### src/rtl/serial_tx_pkg.sv
// Shared types, constants and the round-robin helper for the UART TX arbiter.
package serial_tx_pkg;

    localparam int unsigned NUM_REQ              = 4;
    localparam int unsigned GID_W                = 2;
    localparam int unsigned DEFAULT_CLKS_PER_BIT = 868;

    typedef enum logic [1:0] {
        IDLE  = 2'd0,
        START = 2'd1,
        DATA  = 2'd2,
        STOP  = 2'd3
    } tx_state_e;

    // First valid index scanning upward from ptr, wrapping; returns ptr if none valid.
    function automatic logic [GID_W-1:0] rr_pick(input logic [NUM_REQ-1:0] valid,
                                                 input logic [GID_W-1:0]   ptr);
        logic [GID_W-1:0] idx;
        rr_pick = ptr;
        for (int k = NUM_REQ - 1; k >= 0; k--) begin
            idx = ptr + GID_W'(k);
            if (valid[idx]) rr_pick = idx;
        end
    endfunction

endpackage

### src/rtl/serial_tx_arbiter_if.sv
// Requester-side byte handshake bundle: valid/data/lock in, one-hot ready out.
interface serial_tx_arbiter_if;
    import serial_tx_pkg::*;

    logic [NUM_REQ-1:0]   req_valid;
    logic [8*NUM_REQ-1:0] req_data;
    logic [NUM_REQ-1:0]   req_lock;
    logic [NUM_REQ-1:0]   req_ready;

    modport master (output req_valid, output req_data, output req_lock, input  req_ready);
    modport slave  (input  req_valid, input  req_data, input  req_lock, output req_ready);
endinterface

### src/rtl/serial_tx_frame.sv
// 8N1 framer: baud counter, shift register and START/DATA/STOP sequencing.
module serial_tx_frame
    import serial_tx_pkg::*;
#(
    parameter int unsigned CLKS_PER_BIT = DEFAULT_CLKS_PER_BIT
) (
    input  logic       clk,
    input  logic       rst_n,
    input  logic       load_i,
    input  logic [7:0] byte_i,
    output logic       busy_o,
    output logic       tx_o
);

    localparam int unsigned      CNT_W    = (CLKS_PER_BIT > 1) ? $clog2(CLKS_PER_BIT) : 1;
    localparam logic [CNT_W-1:0] CNT_LAST = CNT_W'(CLKS_PER_BIT - 1);

    tx_state_e        state_q, state_d;
    logic [CNT_W-1:0] cnt_q, cnt_d;
    logic [2:0]       idx_q, idx_d;
    logic [7:0]       shreg_q, shreg_d;
    logic             tx_q, tx_d;
    logic             busy_q, busy_d;
    logic             bit_end_c;

    // State and datapath registers; reset forces the line idle-high at once.
    always_ff @(posedge clk or negedge rst_n) begin
        if (!rst_n) begin
            state_q <= IDLE;
            cnt_q   <= '0;
            idx_q   <= '0;
            shreg_q <= '0;
            tx_q    <= 1'b1;
            busy_q  <= 1'b0;
        end else begin
            state_q <= state_d;
            cnt_q   <= cnt_d;
            idx_q   <= idx_d;
            shreg_q <= shreg_d;
            tx_q    <= tx_d;
            busy_q  <= busy_d;
        end
    end

    // Next-state sequencing; line and busy are registered from the next state.
    always_comb begin
        state_d   = state_q;
        cnt_d     = cnt_q;
        idx_d     = idx_q;
        shreg_d   = shreg_q;
        bit_end_c = (cnt_q == CNT_LAST);

        if (state_q != IDLE) cnt_d = bit_end_c ? '0 : cnt_q + CNT_W'(1);

        case (state_q)
            IDLE: begin
                if (load_i) begin
                    state_d = START;
                    shreg_d = byte_i;
                    cnt_d   = '0;
                    idx_d   = '0;
                end
            end
            START: if (bit_end_c) state_d = DATA;
            DATA: begin
                if (bit_end_c) begin
                    shreg_d = {1'b0, shreg_q[7:1]};
                    idx_d   = idx_q + 3'(1);
                    if (idx_q == 3'd7) state_d = STOP;
                end
            end
            STOP: if (bit_end_c) state_d = IDLE;
            default: state_d = IDLE;
        endcase

        case (state_d)
            START:   tx_d = 1'b0;
            DATA:    tx_d = shreg_d[0];
            default: tx_d = 1'b1;
        endcase
        busy_d = (state_d != IDLE);
    end

    assign busy_o = busy_q;
    assign tx_o   = tx_q;

endmodule

### src/rtl/serial_tx_arbiter.sv
// Round-robin arbiter with optional per-requester lock sharing one UART TX line.
module serial_tx_arbiter
    import serial_tx_pkg::*;
#(
    parameter int unsigned CLKS_PER_BIT = DEFAULT_CLKS_PER_BIT
) (
    input  logic             CLK,
    input  logic             RST_N,
    serial_tx_arbiter_if.slave req,
    output logic             serialOut,
    output logic             busy,
    output logic [GID_W-1:0] grant_id
);

    logic [GID_W-1:0] ptr_q, ptr_d;
    logic [GID_W-1:0] grant_q, grant_d;
    logic             lock_q, lock_d;
    logic [GID_W-1:0] winner_c;
    logic             accept_c;
    logic [7:0]       byte_c;

    // Pointer, lock flag and last grant.
    always_ff @(posedge CLK or negedge RST_N) begin
        if (!RST_N) begin
            ptr_q   <= '0;
            grant_q <= '0;
            lock_q  <= 1'b0;
        end else begin
            ptr_q   <= ptr_d;
            grant_q <= grant_d;
            lock_q  <= lock_d;
        end
    end

    // Winner selection and combinational one-hot ready while the framer is idle.
    always_comb begin
        ptr_d         = ptr_q;
        grant_d       = grant_q;
        lock_d        = lock_q;
        req.req_ready = '0;

        winner_c = rr_pick(req.req_valid, ptr_q);
        if (lock_q && req.req_valid[grant_q]) winner_c = grant_q;

        accept_c = !busy && (|req.req_valid);
        byte_c   = req.req_data[{winner_c, 3'b000} +: 8];

        if (accept_c) begin
            req.req_ready[winner_c] = 1'b1;
            grant_d = winner_c;
            lock_d  = req.req_lock[winner_c];
            ptr_d   = winner_c + GID_W'(1);
        end
    end

    serial_tx_frame #(
        .CLKS_PER_BIT (CLKS_PER_BIT)
    ) u_frame (
        .clk    (CLK),
        .rst_n  (RST_N),
        .load_i (accept_c),
        .byte_i (byte_c),
        .busy_o (busy),
        .tx_o   (serialOut)
    );

    assign grant_id = grant_q;

endmodule

### src/flat_wrapper.sv
// flat-port wrapper written by rule: the top's interface ports become plain ports
module serial_tx_arbiter_flat import serial_tx_pkg::*;
#(
    parameter int unsigned CLKS_PER_BIT = DEFAULT_CLKS_PER_BIT
)
  (CLK, RST_N, serialOut, busy, grant_id, req_req_valid, req_req_data, req_req_lock, req_req_ready);
  serial_tx_arbiter_if req_i ();
  input  logic CLK;
  input  logic RST_N;
  output logic serialOut;
  output logic busy;
  output logic [GID_W-1:0] grant_id;
  input wire logic [$bits(req_i.req_valid)-1:0] req_req_valid;
  input wire logic [$bits(req_i.req_data)-1:0] req_req_data;
  input wire logic [$bits(req_i.req_lock)-1:0] req_req_lock;
  output wire logic [$bits(req_i.req_ready)-1:0] req_req_ready;
  assign req_i.req_valid = req_req_valid;
  assign req_i.req_data = req_req_data;
  assign req_i.req_lock = req_req_lock;
  assign req_req_ready = req_i.req_ready;
  serial_tx_arbiter #(.CLKS_PER_BIT(CLKS_PER_BIT)) u_core (.CLK(CLK), .RST_N(RST_N), .req(req_i), .serialOut(serialOut), .busy(busy), .grant_id(grant_id));
endmodule
### config.mk
export PLATFORM = sky130hd
export DESIGN_NAME = serial_tx_arbiter_flat
export DESIGN_NICKNAME = d
export VERILOG_FILES = /design/src/rtl/serial_tx_pkg.sv /design/src/rtl/serial_tx_arbiter_if.sv /design/src/rtl/serial_tx_frame.sv /design/src/rtl/serial_tx_arbiter.sv /design/src/flat_wrapper.sv
export SDC_FILE = /design/constraint.sdc
export NUM_CORES = 1
export LEC_CHECK = 0
export CAP_MARGIN = 20
export CORE_MARGIN = 2
export CORE_UTILIZATION = 42
export CTS_BUF_LIST = sky130_fd_sc_hd__clkbuf_4
export DETAILED_ROUTE_END_ITERATION = 10
export GPL_TIMING_DRIVEN = 0
export PLACE_DENSITY = 0.76
export SLEW_MARGIN = 20
export SYNTH_ARGS = -nofsm -noshare
export SYNTH_HDL_FRONTEND = slang
export SYNTH_SLANG_ARGS = --single-unit
### constraint.sdc
create_clock -name CLK -period 2.6 [get_ports CLK]
set_clock_uncertainty 0.2 [all_clocks]
set_input_delay 0.39 -clock CLK [delete_from_list [all_inputs] [get_ports CLK]]
set_output_delay 0.39 -clock CLK [all_outputs]
set_load 0.05 [all_outputs]
**Word level (Yosys, flattened, before mapping)**

Index checks and enable logic that the tools add are counted.

- Logic and storage cells: 80
- Bits in registers: 30

- $add $sub $neg: 6
- Shift-type cells: 1
- Reduce and logical (&&, ||, !) cells: 10
- Multiplexer cells: 37
- Magnitude comparators: 7
- Equality and inequality tests: 9

Operator list:

| cell | count |
|---|---|
| two-way mux 10 bit | 4 |
| indexed part select 32 x 6 -> 8 bit | 1 |
| two-way mux 2 bit | 10 |
| < comparator 2 x 3 -> 1 bit (second input constant) | 6 |
| two-way mux 8 bit | 2 |
| case mux 8 bit (2 select lines) | 1 |
| binary-select mux 1 bit (select 2 bit) | 6 |
| adder 10 x 1 -> 10 bit (second input constant) | 1 |
| == test 10 bit (second input constant) | 1 |
| case mux 2 bit (4 select lines) | 1 |
| two-way mux 1 bit | 7 |
| == test 2 bit (second input constant) | 3 |
| two-way mux 3 bit | 2 |
| case mux 3 bit (2 select lines) | 1 |
| nonzero test 2 bit | 3 |
| adder 2 x 1 -> 2 bit (second input constant) | 2 |
| adder 2 bit (second input constant) | 2 |
| == test 2 x 1 -> 1 bit (second input constant) | 2 |
| two-way mux 4 bit | 1 |
| OR reduction 4 bit | 1 |
| adder 3 x 1 -> 3 bit (second input constant) | 1 |
| == test 3 bit (second input constant) | 1 |
| logical AND 1 bit | 3 |
| AND reduction 3 bit | 1 |
| other kinds (7) | 7 |

**Longest topological paths before layout**

Gate-level depths: netlist of the first run.

- Depth in word-level cells: 13
- Depth in mapped cells: 9

**Modules after synthesis**

A second synthesis of the first run with hierarchy kept.

- Cell total of the unflattened synthesis: 198
- Area total of the unflattened synthesis: 1,994.4 µm²

By module, submodules not included:

| module | instances | area an instance (µm²) | cells an instance |
|---|---|---|---|
| serial_tx_frame | 1 | 1,271.2 | 119 |
| serial_tx_arbiter | 1 | 723.2 | 79 |

**Worst setup path after synthesis of the first run**

OpenSTA, ideal clock, no wires.

- Kind: reg-to-output
- From: reg u_core.grant_q[1], in the netlist u_core.grant_id[1]
- To: out req_req_ready[2]
- Required time: 2.010 ns
- Slack: -0.361 ns
- Cell stages (with the launch flop): 8
- Arrival time: 2.371 ns
- Path buffers: 2
- Path through: dfrtp_1 -> mux2_2 -> and3_1 -> buf_2 -> nor2_4 -> buf_4 -> ha_1 -> and2_1

- Word-level cells in the longest chain between the ends: 9

Ends and longest elaborated chain:

| what | RTL line | text |
|---|---|---|
| start: declaration | serial_tx_arbiter.sv:16 | `logic [GID_W-1:0] grant_q, grant_d;` |
| start signal: assignment | serial_tx_arbiter.sv:30 | `grant_q <= grant_d;` |
| binary-select mux 1 bit (select 2 bit) | serial_tx_arbiter.sv:43 | `if (lock_q && req.req_valid[grant_q]) winner_c = grant_q;` |
| two-way mux 1 bit (implied by the code) | serial_tx_arbiter.sv:43 |  |
| logical AND 1 bit | serial_tx_arbiter.sv:43 |  |
| two-way mux 2 bit (*) | serial_tx_arbiter.sv:43 |  |
| < comparator 2 x 3 -> 1 bit (implied by the code) / >= comparator 2 x 1 -> 1 bit (equally long branches) | serial_tx_arbiter.sv:49 | `req.req_ready[winner_c] = 1'b1;` |
| logical AND 1 bit (implied by the code) | serial_tx_arbiter.sv:49 |  |
| two-way mux 1 bit (implied by the code) | serial_tx_arbiter.sv:49 |  |
| demux 1 bit (select 2 bit) (*) | - |  |
| two-way mux 4 bit (*) | serial_tx_arbiter.sv:48 | `if (accept_c) begin` |
| end: declaration | flat_wrapper.sv:16 | `output wire logic [$bits(req_i.req_ready)-1:0] req_req_ready;` |

Mark *: on every way between the ends. The rest lies on a longest branch, timed or not. The select of a mux whose other input is x is not followed.

**Worst setup path in the final report of the first run**

- From: reg u_core.grant_q[1], in the netlist u_core.grant_id[1]
- To: out req_req_ready[0]

- Word-level cells in the longest chain between the ends: 9

Ends and longest elaborated chain:

| what | RTL line | text |
|---|---|---|
| binary-select mux 1 bit (select 2 bit) | serial_tx_arbiter.sv:43 |  |
| two-way mux 1 bit (implied by the code) | serial_tx_arbiter.sv:43 |  |
| logical AND 1 bit | serial_tx_arbiter.sv:43 |  |
| two-way mux 2 bit (*) | serial_tx_arbiter.sv:43 |  |
| via u_core.winner_c[1] | serial_tx_arbiter.sv:18 | `logic [GID_W-1:0] winner_c;` |
| < comparator 2 x 3 -> 1 bit (implied by the code) / >= comparator 2 x 1 -> 1 bit (equally long branches) | serial_tx_arbiter.sv:49 |  |
| logical AND 1 bit (implied by the code) | serial_tx_arbiter.sv:49 |  |
| two-way mux 1 bit (implied by the code) | serial_tx_arbiter.sv:49 |  |
| demux 1 bit (select 2 bit) (*) | - |  |
| two-way mux 4 bit (*) | serial_tx_arbiter.sv:48 |  |

Mark *: on every way through the listed nets, which the timed path passes. The rest lies on a longest branch. The select of a mux whose other input is x is not followed.

==> impl_metrics.tcl, run 1 <==
set metrics [dict create \
    fin_ws_ns -0.1479 \
    setup_violations 4 \
    clkSinkCount 30 \
    reg2reg_setup_slack_ns 0.18 \
    netlist_instances 205 \
    max_clock_freq_mhz 363.9 \
    required_ns 2.01 \
    synth.distinct_cells 44 \
    ff_latch_area_um2 753.2 \
    grt_usage_pct 19.55 \
    final_net_count 322 \
    r2r-start "u_core.grant_id[1]$_DFFE_PN0P_" \
    syn_nets 254 \
    synth_xor_area_share_pct 4.507 \
    synth_top_cell_area_share_pct 37.35 \
    synthAdderAreaFrac_pct 4.507 \
    synth_compound_area_share_pct 15.84 \
    die_h_um 72.02 \
    clockBufferDepth 2 \
    leakagePower_nw 1.202 \
    drt-total-wl_um 4682 \
    synth_seq_cells 30 \
    cp-start-kind "flop" \
    first_iter_violations 78 \
    worst-setup-path-type "flop to primary output" \
    synth_commonest_cells "29 x dfrtp_1, 19 x nor2_1, 17 x nand2_1, 14 x nand3_1, 12 x mux2i_1" \
    hp-start "u_core.u_frame.idx_q[2]$_DFFE_PN0P_" \
    async_flop_share_pct 100.0 \
    die_area_um2 5187 \
    r2r_cells 8 \
    num_vias 1807 \
    layoutNonFillerInstCount 326 \
    cpPeakStageDelay_ns 0.46 \
    ant_nets 0 \
    clock_latency_ns 0.32 \
    synth_area_leaders "dfrtp_1 37%, mux2i_1 6.2%, ha_1 4.5%" \
    yosysSeqAreaShare_pct 38.70 \
    cp-end-kind "primary output" \
    synth_area_um2 1943 \
    synthSimpleGateAreaFrac_pct 22.92 \
    cellPowerDensity_nw_per_um2 840.2 \
    grt_max_degree 31 \
    maxSlewViolCount 0 \
    peakVddDrop_mv 0.4692 \
    vias_per_cell 5.543 \
    violations "negative setup slack" \
    grt_pass1_vias 1862 \
    min-delay-path-class "flop to flop" \
    firstDrtPassIters 4 \
    finalHoldViolations 0 \
    crit_fanout 5 \
    finalCriticalPeriod_ns 2.748 \
    worstPathArrival_ns 2.16 \
    final_layout_size_suffix_gt1_share_pct 21.17 \
    initial_utilization_pct 44.02 \
    ys.flop_type "dfrtp_1" \
    relSlewSlack_pct 57.63 \
    clk_pin_slew_worst_paths_ns 0.10 \
    dp_cells 306 \
    postPlaceCellArea_um2 2511 \
    drcViolationCount 0 \
    pin_count 50 \
    antenna_found_initial 0 \
    cts_buffers 5 \
    rows 24 \
    n_fill_cell 357 \
    synth_edf_count 0 \
    wire_per_inst_um 14.36 \
    tightestPinTransition_ns 0.6356 \
    syn_area_per_cell_um2 9.479 \
    outcome "complete, but fails checks" \
    path_buf_inv 2 \
    crit_slowest_cell "dfrtp_2" \
    grt_overflow 0 \
    core_area_um2 4414 \
    synth_top_family_by_area "simple AND/OR/NAND/NOR gates" \
    n_antenna_cell 0 \
    final_area_um2 2783 \
    hold_end "u_core.u_frame.idx_q[2]$_DFFE_PN0P_" \
    area_growth_syn_to_layout_pct 43.21 \
    yosys_warnings 0 \
    whs_path_depth 2 \
    fin_util_pct 63.04 \
    maxCapViolCount 0 \
    io_buffer_count 49 \
    rsz0062_at_grt "true" \
    place_ws_ns -1.201 \
    crit_chain "mux2i_2, nor3b_2, nand2b_4, mux2_4, inv_4, ha_4, and2_4, buf_8" \
    hpwl_um 3345 \
    p_total_mw 2.338 \
    grt_pass1_wl_um 8128 \
    worstReg2RegEnd "u_core.lock_q$_DFFE_PN0P_" \
    fin_hold_ws_ns 0.3122 \
    cts_htree_levels 2 \
    post-route-period-util_pct 105.7 \
    cp_top_family "multiplexers" \
    die_w_um 72.02 \
    final.setup.tns_ns -0.5526 \
    cts-root-buf "clkbuf_4" \
    multiInputGateArea_um2 1219 \
    muxShareOfSynthArea_pct 10.62 \
    cts_tree "done" \
    post-synth-top-count-cell "dfrtp_1" \
    yosysTopAreaCell "dfrtp_1" \
    gp_congestion 0.7937 \
]
power by group:
group | switching [mW] | internal, mW
sequential | 0.161 | 0.595
combinational | 0.595 | 0.620
clock | 0.157 | 0.211
total | 0.913 | 1.43
tightest hold or removal path: cells and delay by family, from the launching register on:
| kind | cells | cell delay (ns) |
|---|---|---|
| AND/OR/NAND/NOR | 2 | 0.12 |
| flip-flops | 1 | 0.36 |
how the worst max path moves through the flow:
stage,from,end,cells after the start,slack [ns]
after floorplan,u_core.grant_id[1]$_DFFE_PN0P_,req_req_ready[1],8,0.03
after detailed placement,req_req_valid[0],req_req_ready[1],9,-1.20
after global placement,req_req_valid[0],req_req_ready[0],9,-1.16
final,u_core.grant_id[1]$_DFFE_PN0P_,req_req_ready[0],8,-0.15
after global routing,req_req_valid[2],req_req_ready[2],6,-0.25
after CTS,u_core.grant_id[1]$_DFFE_PN0P_,req_req_ready[1],8,-0.15
kinds of logic (layout without fill, tap and decap cells):
logic type | after synthesis | in the layout
DFF | 30 | 30
AOI/OAI and AO/OA | 43 | 43
xor gates and xnor gates | 10 | 10
muxes | 18 | 18
buffers and inverters | 13 | 82
adders and majority gates | 7 | 7
and+or+nand+nor | 84 | 84
layout by cell type (no fill, tap or decap), types with 2 or more instances in the layout:
cell type	count
and2b_1	2
o221ai_1	3
o21ai_0	9
mux2_4	3
nor2_1	18
nand4_1	4
a211o_1	7
and3_1	8
dlygate4sd2_1	4
buf_8	5
nor3_1	2
buf_2	3
a21oi_1	10
xor2_1	6
o211ai_1	7
clkbuf_1	5
mux2_2	2
inv_1	2
nand3_1	14
or2_2	2
ha_4	3
nand2_1	17
and2_4	3
clkdlybuf4s50_1	40
buf_4	12
clkbuf_4	6
a22oi_1	2
ha_1	4
xnor2_1	4
mux2i_1	11
dfrtp_1	28
layer usage:
metal  up-vias  global-route usage [%]  wire, um
li1        881                       -         -
met1       858                   25.51      2025
met2        60                   32.20      2337
met3         8                   3.750       251
met4         0                   7.547        68
met5         -                       0         0
area by class of cell:
cell class	count	share of cell area, %
timing repair buffer	62	21.58
sequential	30	27.07
multi-input combinational	162	43.79
tap	52	2.338
buffer	8	1.574
inverter	4	0.8094
clock buffer	6	1.619
clock inverter	2	1.214
flip-flops by register name, summed over array words and instances (netlist names):
signal and cells:
u_core.lock_q 1, u_core.ptr_q 2, u_core.u_frame.busy_o 1, u_core.u_frame.idx_q 3, u_core.grant_id 2, u_core.u_frame.state_q 2
u_core.u_frame.cnt_q 10, u_core.u_frame.shreg_q 8, u_core.u_frame.tx_o 1
repair_timing:
action / CTS / global route
hold endpoints to repair: 29 / 0
setup endpoints to repair: 6 / 4
pin swaps: 3 / 1
setup buffers: 11 / 1
hold buffers: 1 / 0
gates resized for setup: 54 / 1
No activity file was read; power rests on OpenSTA's default activity.
==> run 2, diff against run 1 <==
ABC_CLOCK_PERIOD_IN_PS = 2600   (was unset)
MAX_ROUTING_LAYER = met4   (was unset)
==> impl_metrics.tcl, run 2 (synthesis gave the netlist of run 1 again) <==
set metrics [dict create \
    die_area_um2 5187 \
    gp_congestion 0.8050 \
    peakVddDrop_mv 0.4701 \
    cts_buffers 5 \
    io_buffer_count 49 \
    reg_top3 "u_core.u_frame.cnt_q (10), u_core.u_frame.shreg_q (8), u_core.u_frame.idx_q (3)" \
    first_iter_violations 68 \
    post-route-period-util_pct 105.5 \
    leakagePower_nw 1.202 \
    pin_count 50 \
    clockBufferDepth 2 \
    outcome "complete, but fails checks" \
    p_total_mw 2.334 \
    fin_ws_ns -0.1440 \
    postPlaceCellArea_um2 2511 \
    path_buf_inv 2 \
    rows 24 \
    maxCapViolCount 0 \
    largest_register_ffs 10 \
    firstDrtPassIters 4 \
    clk_pin_slew_worst_paths_ns 0.10 \
    cellPowerDensity_nw_per_um2 838.8 \
    finalHoldViolations 0 \
    maxSlewViolCount 0 \
    initial_utilization_pct 44.02 \
    num_vias 1797 \
    drcViolationCount 0 \
    final_cell_mix "40 x clkdlybuf4s50_1, 28 x dfrtp_1, 18 x nor2_1" \
    die_h_um 72.02 \
    n_fill_cell 357 \
    die_w_um 72.02 \
    min-delay-path-class "flop to flop" \
    final.setup.tns_ns -0.5420 \
    hpwl_um 3345 \
    wire_per_inst_um 14.30 \
    clkSinkCount 30 \
    ant_nets 0 \
    area_growth_syn_to_layout_pct 43.21 \
    largest-register "u_core.u_frame.cnt_q" \
    cts_htree_levels 2 \
    cts_tree "done" \
    grt_usage_pct 20.13 \
    clock_latency_ns 0.32 \
    vias_per_cell 5.512 \
    final_area_um2 2783 \
    drt-total-wl_um 4662 \
    crit_fanout 5 \
    tightestPinTransition_ns 0.6442 \
    n_antenna_cell 0 \
    grt_pass1_vias 1857 \
    worst-setup-path-type "flop to primary output" \
    crit_slowest_cell "dfrtp_2" \
    final_common_cell "clkdlybuf4s50_1" \
    max_clock_freq_mhz 364.4 \
    cpPeakStageDelay_ns 0.46 \
    grt_overflow 0 \
    required_ns 2.01 \
    fin_hold_ws_ns 0.3086 \
    setup_violations 4 \
    violations "negative setup slack" \
    antenna_found_initial 0 \
    final_net_count 322 \
    grt_pass1_wl_um 8114 \
    core_area_um2 4414 \
    cp-end-kind "primary output" \
    cts-root-buf "clkbuf_4" \
    finalCriticalPeriod_ns 2.744 \
    cp-start-kind "flop" \
    final_layout_size_suffix_gt1_share_pct 21.17 \
    worstPathArrival_ns 2.15 \
    relSlewSlack_pct 57.05 \
    grt_max_degree 31 \
    cp_top_family "multiplexers" \
    crit_chain "mux2i_2, nor3b_2, nand2b_4, mux2_4, inv_4, ha_4, and2_4, buf_8" \
    rsz0062_at_grt "true" \
]
-- run 2: cell counts in the layout (fill, tap and decap cells not counted) --
No cell type changed its count.
-- run 2: through the flow --
stage	util [%]	setup WS, ns	std cells
after global placement	57.00	-1.160	306
after CTS	62.81	-0.1487	325
after detailed placement	56.89	-1.201	306
after global routing	63.04	-0.2490	326
after floorplan	-	0.02568	205
final	63.04	-0.1440	326
-- run 2: what timing repair did --
action,CTS,global route
gates resized for setup,54,1
setup endpoints to repair,6,4
hold buffers,1,0
buffers inserted,11,1
endpoints found under the hold margin,29,0
pin swaps,3,1
-- run 2: metal layers --
| metal | global-route usage, % | part of all wire (%) | vias to the layer above |
|---|---|---|---|
| met1 | 25.86 | 44 | 850 |
| met5 | - | 0 | - |
| met2 | 32.20 | 50 | 57 |
| met3 | 3.194 | 4.7 | 10 |
| met4 | 7.547 | 1.7 | 0 |
| li1 | - | - | 880 |
-- run 2: final timing paths --
kind                                                            start                               endpoint  slack, ns  cells past startpoint
worst max-delay path                   u_core.grant_id[1]$_DFFE_PN0P_                       req_req_ready[0]      -0.14                      8
worst min-delay path            u_core.u_frame.shreg_q[6]$_DFFE_PN0P_  u_core.u_frame.shreg_q[5]$_DFFE_PN0P_       0.31                      2
worst max register to register         u_core.grant_id[1]$_DFFE_PN0P_              u_core.lock_q$_DFFE_PN0P_       0.18                      8
worst min register to register  u_core.u_frame.shreg_q[6]$_DFFE_PN0P_  u_core.u_frame.shreg_q[5]$_DFFE_PN0P_       0.31                      2
max in group asynchronous                                       RST_N         u_core.grant_id[1]$_DFFE_PN0P_       1.33                      2
min in group asynchronous                                       RST_N    u_core.u_frame.shreg_q[0]$_DFF_PN0_       0.42                      2
-- run 2: worst min-delay path, delay by kind of cell, from the launching register on --
| kind | cells | cell delay [ns] |
|---|---|---|
| AO/OA/AOI/OAI | 2 | 0.12 |
| flip-flops | 1 | 0.35 |
-- run 2: layout make-up --
cell class | instances | area [um^2] | area share [%]
plain buffers | 8 | 43.79 | 1.574
clock buffers | 6 | 45.04 | 1.619
clock inverters | 2 | 33.78 | 1.214
inverters | 4 | 22.52 | 0.8094
multi-input cells | 162 | 1219 | 43.79
flip-flops and latches | 30 | 753.2 | 27.07
well taps | 52 | 65.06 | 2.338
repair buffers | 62 | 600.6 | 21.58
-- run 2: where the power goes --
group	switching (mW)	total [mW]	internal (mW)	leakage, nW
clock	0.154	0.365	0.211	0.0433
sequential	0.160	0.754	0.595	0.364
combinational	0.595	1.21	0.620	0.794
total	0.909	2.33	1.43	1.20
==> run 3, diff against run 2 <==
ABC_CLOCK_PERIOD_IN_PS = 3000   (was 2600)
CAP_MARGIN = 10   (was 20)
CORE_MARGIN = unset   (was 2)
clock period = 3 ns   (was 2.6 ns; I/O delays follow)
==> impl_metrics.tcl, run 3 (synthesis gave the netlist of run 1 again) <==
set metrics [dict create \
    outcome "finished, final reports clean" \
    reg_top3 "u_core.u_frame.cnt_q (10), u_core.u_frame.shreg_q (8), u_core.u_frame.idx_q (3)" \
    relSlewSlack_pct 54.22 \
    rows 24 \
    final.setup.tns_ns 0 \
    required_ns 2.35 \
    grt_pass1_wl_um 7783 \
    finalHoldViolations 0 \
    min-delay-path-class "flop to flop" \
    grt_max_degree 31 \
    clock_latency_ns 0.34 \
    final_layout_size_suffix_gt1_share_pct 16.18 \
    whs_path_depth 2 \
    gp_congestion 0.8074 \
    maxSlewViolCount 0 \
    cts_tree "done" \
    final_cell_mix "40 x clkdlybuf4s50_1, 28 x dfrtp_1, 19 x nor2_1" \
    p_total_mw 1.817 \
    cts_buffers 5 \
    post-route-period-util_pct 97.04 \
    hpwl_um 3359 \
    crit_fanout 5 \
    cts-root-buf "clkbuf_4" \
    setup_violations 0 \
    finalCriticalPeriod_ns 2.911 \
    cp-start-kind "flop" \
    clk_pin_slew_worst_paths_ns 0.09 \
    drt-total-wl_um 4636 \
    vias_per_cell 5.509 \
    die_w_um 70.02 \
    grt_usage_pct 20.48 \
    peakVddDrop_mv 0.4672 \
    io_buffer_count 49 \
    cellPowerDensity_nw_per_um2 688.8 \
    cp-end-kind "primary output" \
    first_iter_violations 85 \
    r2r_cells 8 \
    multiInputGateArea_um2 1139 \
    ant_nets 0 \
    num_vias 1785 \
    antenna_found_initial 0 \
    ff_latch_area_um2 753.2 \
    die_area_um2 4903 \
    place_ws_ns -0.9252 \
    hp-start "u_core.u_frame.idx_q[1]$_DFFE_PN0P_" \
    fin_ws_ns 0.08870 \
    clkSinkCount 30 \
    area_growth_syn_to_layout_pct 35.74 \
    drcViolationCount 0 \
    n_antenna_cell 0 \
    cts_htree_levels 2 \
    crit_start "u_core.grant_id[1]$_DFFE_PN0P_" \
    largest_register_ffs 10 \
    pin_count 50 \
    leakagePower_nw 1.173 \
    tightestPinTransition_ns 0.6867 \
    largest-register "u_core.u_frame.cnt_q" \
    max_clock_freq_mhz 343.5 \
    worst-setup-path-type "flop to primary output" \
    final_common_cell "clkdlybuf4s50_1" \
    die_h_um 70.02 \
    firstDrtPassIters 4 \
    clockBufferDepth 2 \
    n_fill_cell 369 \
    grt_overflow 0 \
    r2r-start "u_core.grant_id[1]$_DFFE_PN0P_" \
    final_net_count 320 \
    core_area_um2 4414 \
    worstPathArrival_ns 2.26 \
    wire_per_inst_um 14.31 \
    maxCapViolCount 0 \
    grt_pass1_vias 1725 \
    initial_utilization_pct 44.02 \
]
run 3: layer usage:
metal / up-vias / GRT usage (%) / part of all wire, %
met3: 10 / 4.906 / 4.9
met4: 0 / 8.667 / 2.0
li1: 880 / - / -
met5: - / - / 0
met1: 843 / 25.32 / 46
met2: 52 / 32.05 / 47
run 3: critical path: stages (launching register included):
cell      delay, ns
dfrtp_2        0.46
mux2i_1        0.15
nor3b_2        0.19
buf_4          0.15
nand2b_1       0.13
mux2_4         0.35
ha_1           0.18
and2_1         0.13
buf_4          0.18
run 3: final timing paths:
path | to | slack [ns]
max | req_req_ready[2] | 0.09
min | u_core.u_frame.idx_q[1]$_DFFE_PN0P_ | 0.31
max reg2reg | u_core.lock_q$_DFFE_PN0P_ | 0.40
min reg2reg | u_core.u_frame.idx_q[1]$_DFFE_PN0P_ | 0.31
max in group asynchronous | u_core.grant_id[1]$_DFFE_PN0P_ | 1.63
min in group asynchronous | u_core.u_frame.cnt_q[3]$_DFF_PN0_ | 0.49
run 3: per-stage QoR:
stage | area (um^2) | hold slack, ns | utilization (%) | std cells
after floorplan | 1944 | -0.04559 | - | 205
after global placement | 2500 | 0.2835 | 56.63 | 306
after detailed placement | 2495 | 0.2918 | 56.52 | 306
after CTS | 2572 | 0.3116 | 58.28 | 317
after global routing | 2638 | 0.3437 | 59.75 | 324
final | 2638 | 0.3079 | 59.75 | 324
run 3: area by class of cell:
class,count,share of cell area (%)
Multi-Input combinational cell,162,43.17
Sequential cell,30,28.56
Timing Repair Buffer,59,21.20
Tap cell,52,2.467
Buffer,9,1.850
Clock buffer,6,1.708
Inverter,4,0.6641
Clock inverter,2,0.3795
run 3: report_power, final:
group | internal, mW | switching [mW]
clock network | 0.0981 | 0.142
registers | 0.515 | 0.134
logic | 0.475 | 0.452
run 3: timing repair:
item / in CTS / in global routing
endpoints found under the setup margin: 4 / 4
hold endpoints to repair: 29 / 0
hold buffers: 1 / 0
pin swaps: 3 / 2
gates cloned: 0 / 0
gates resized for setup: 32 / 5
setup buffers: 2 / 7
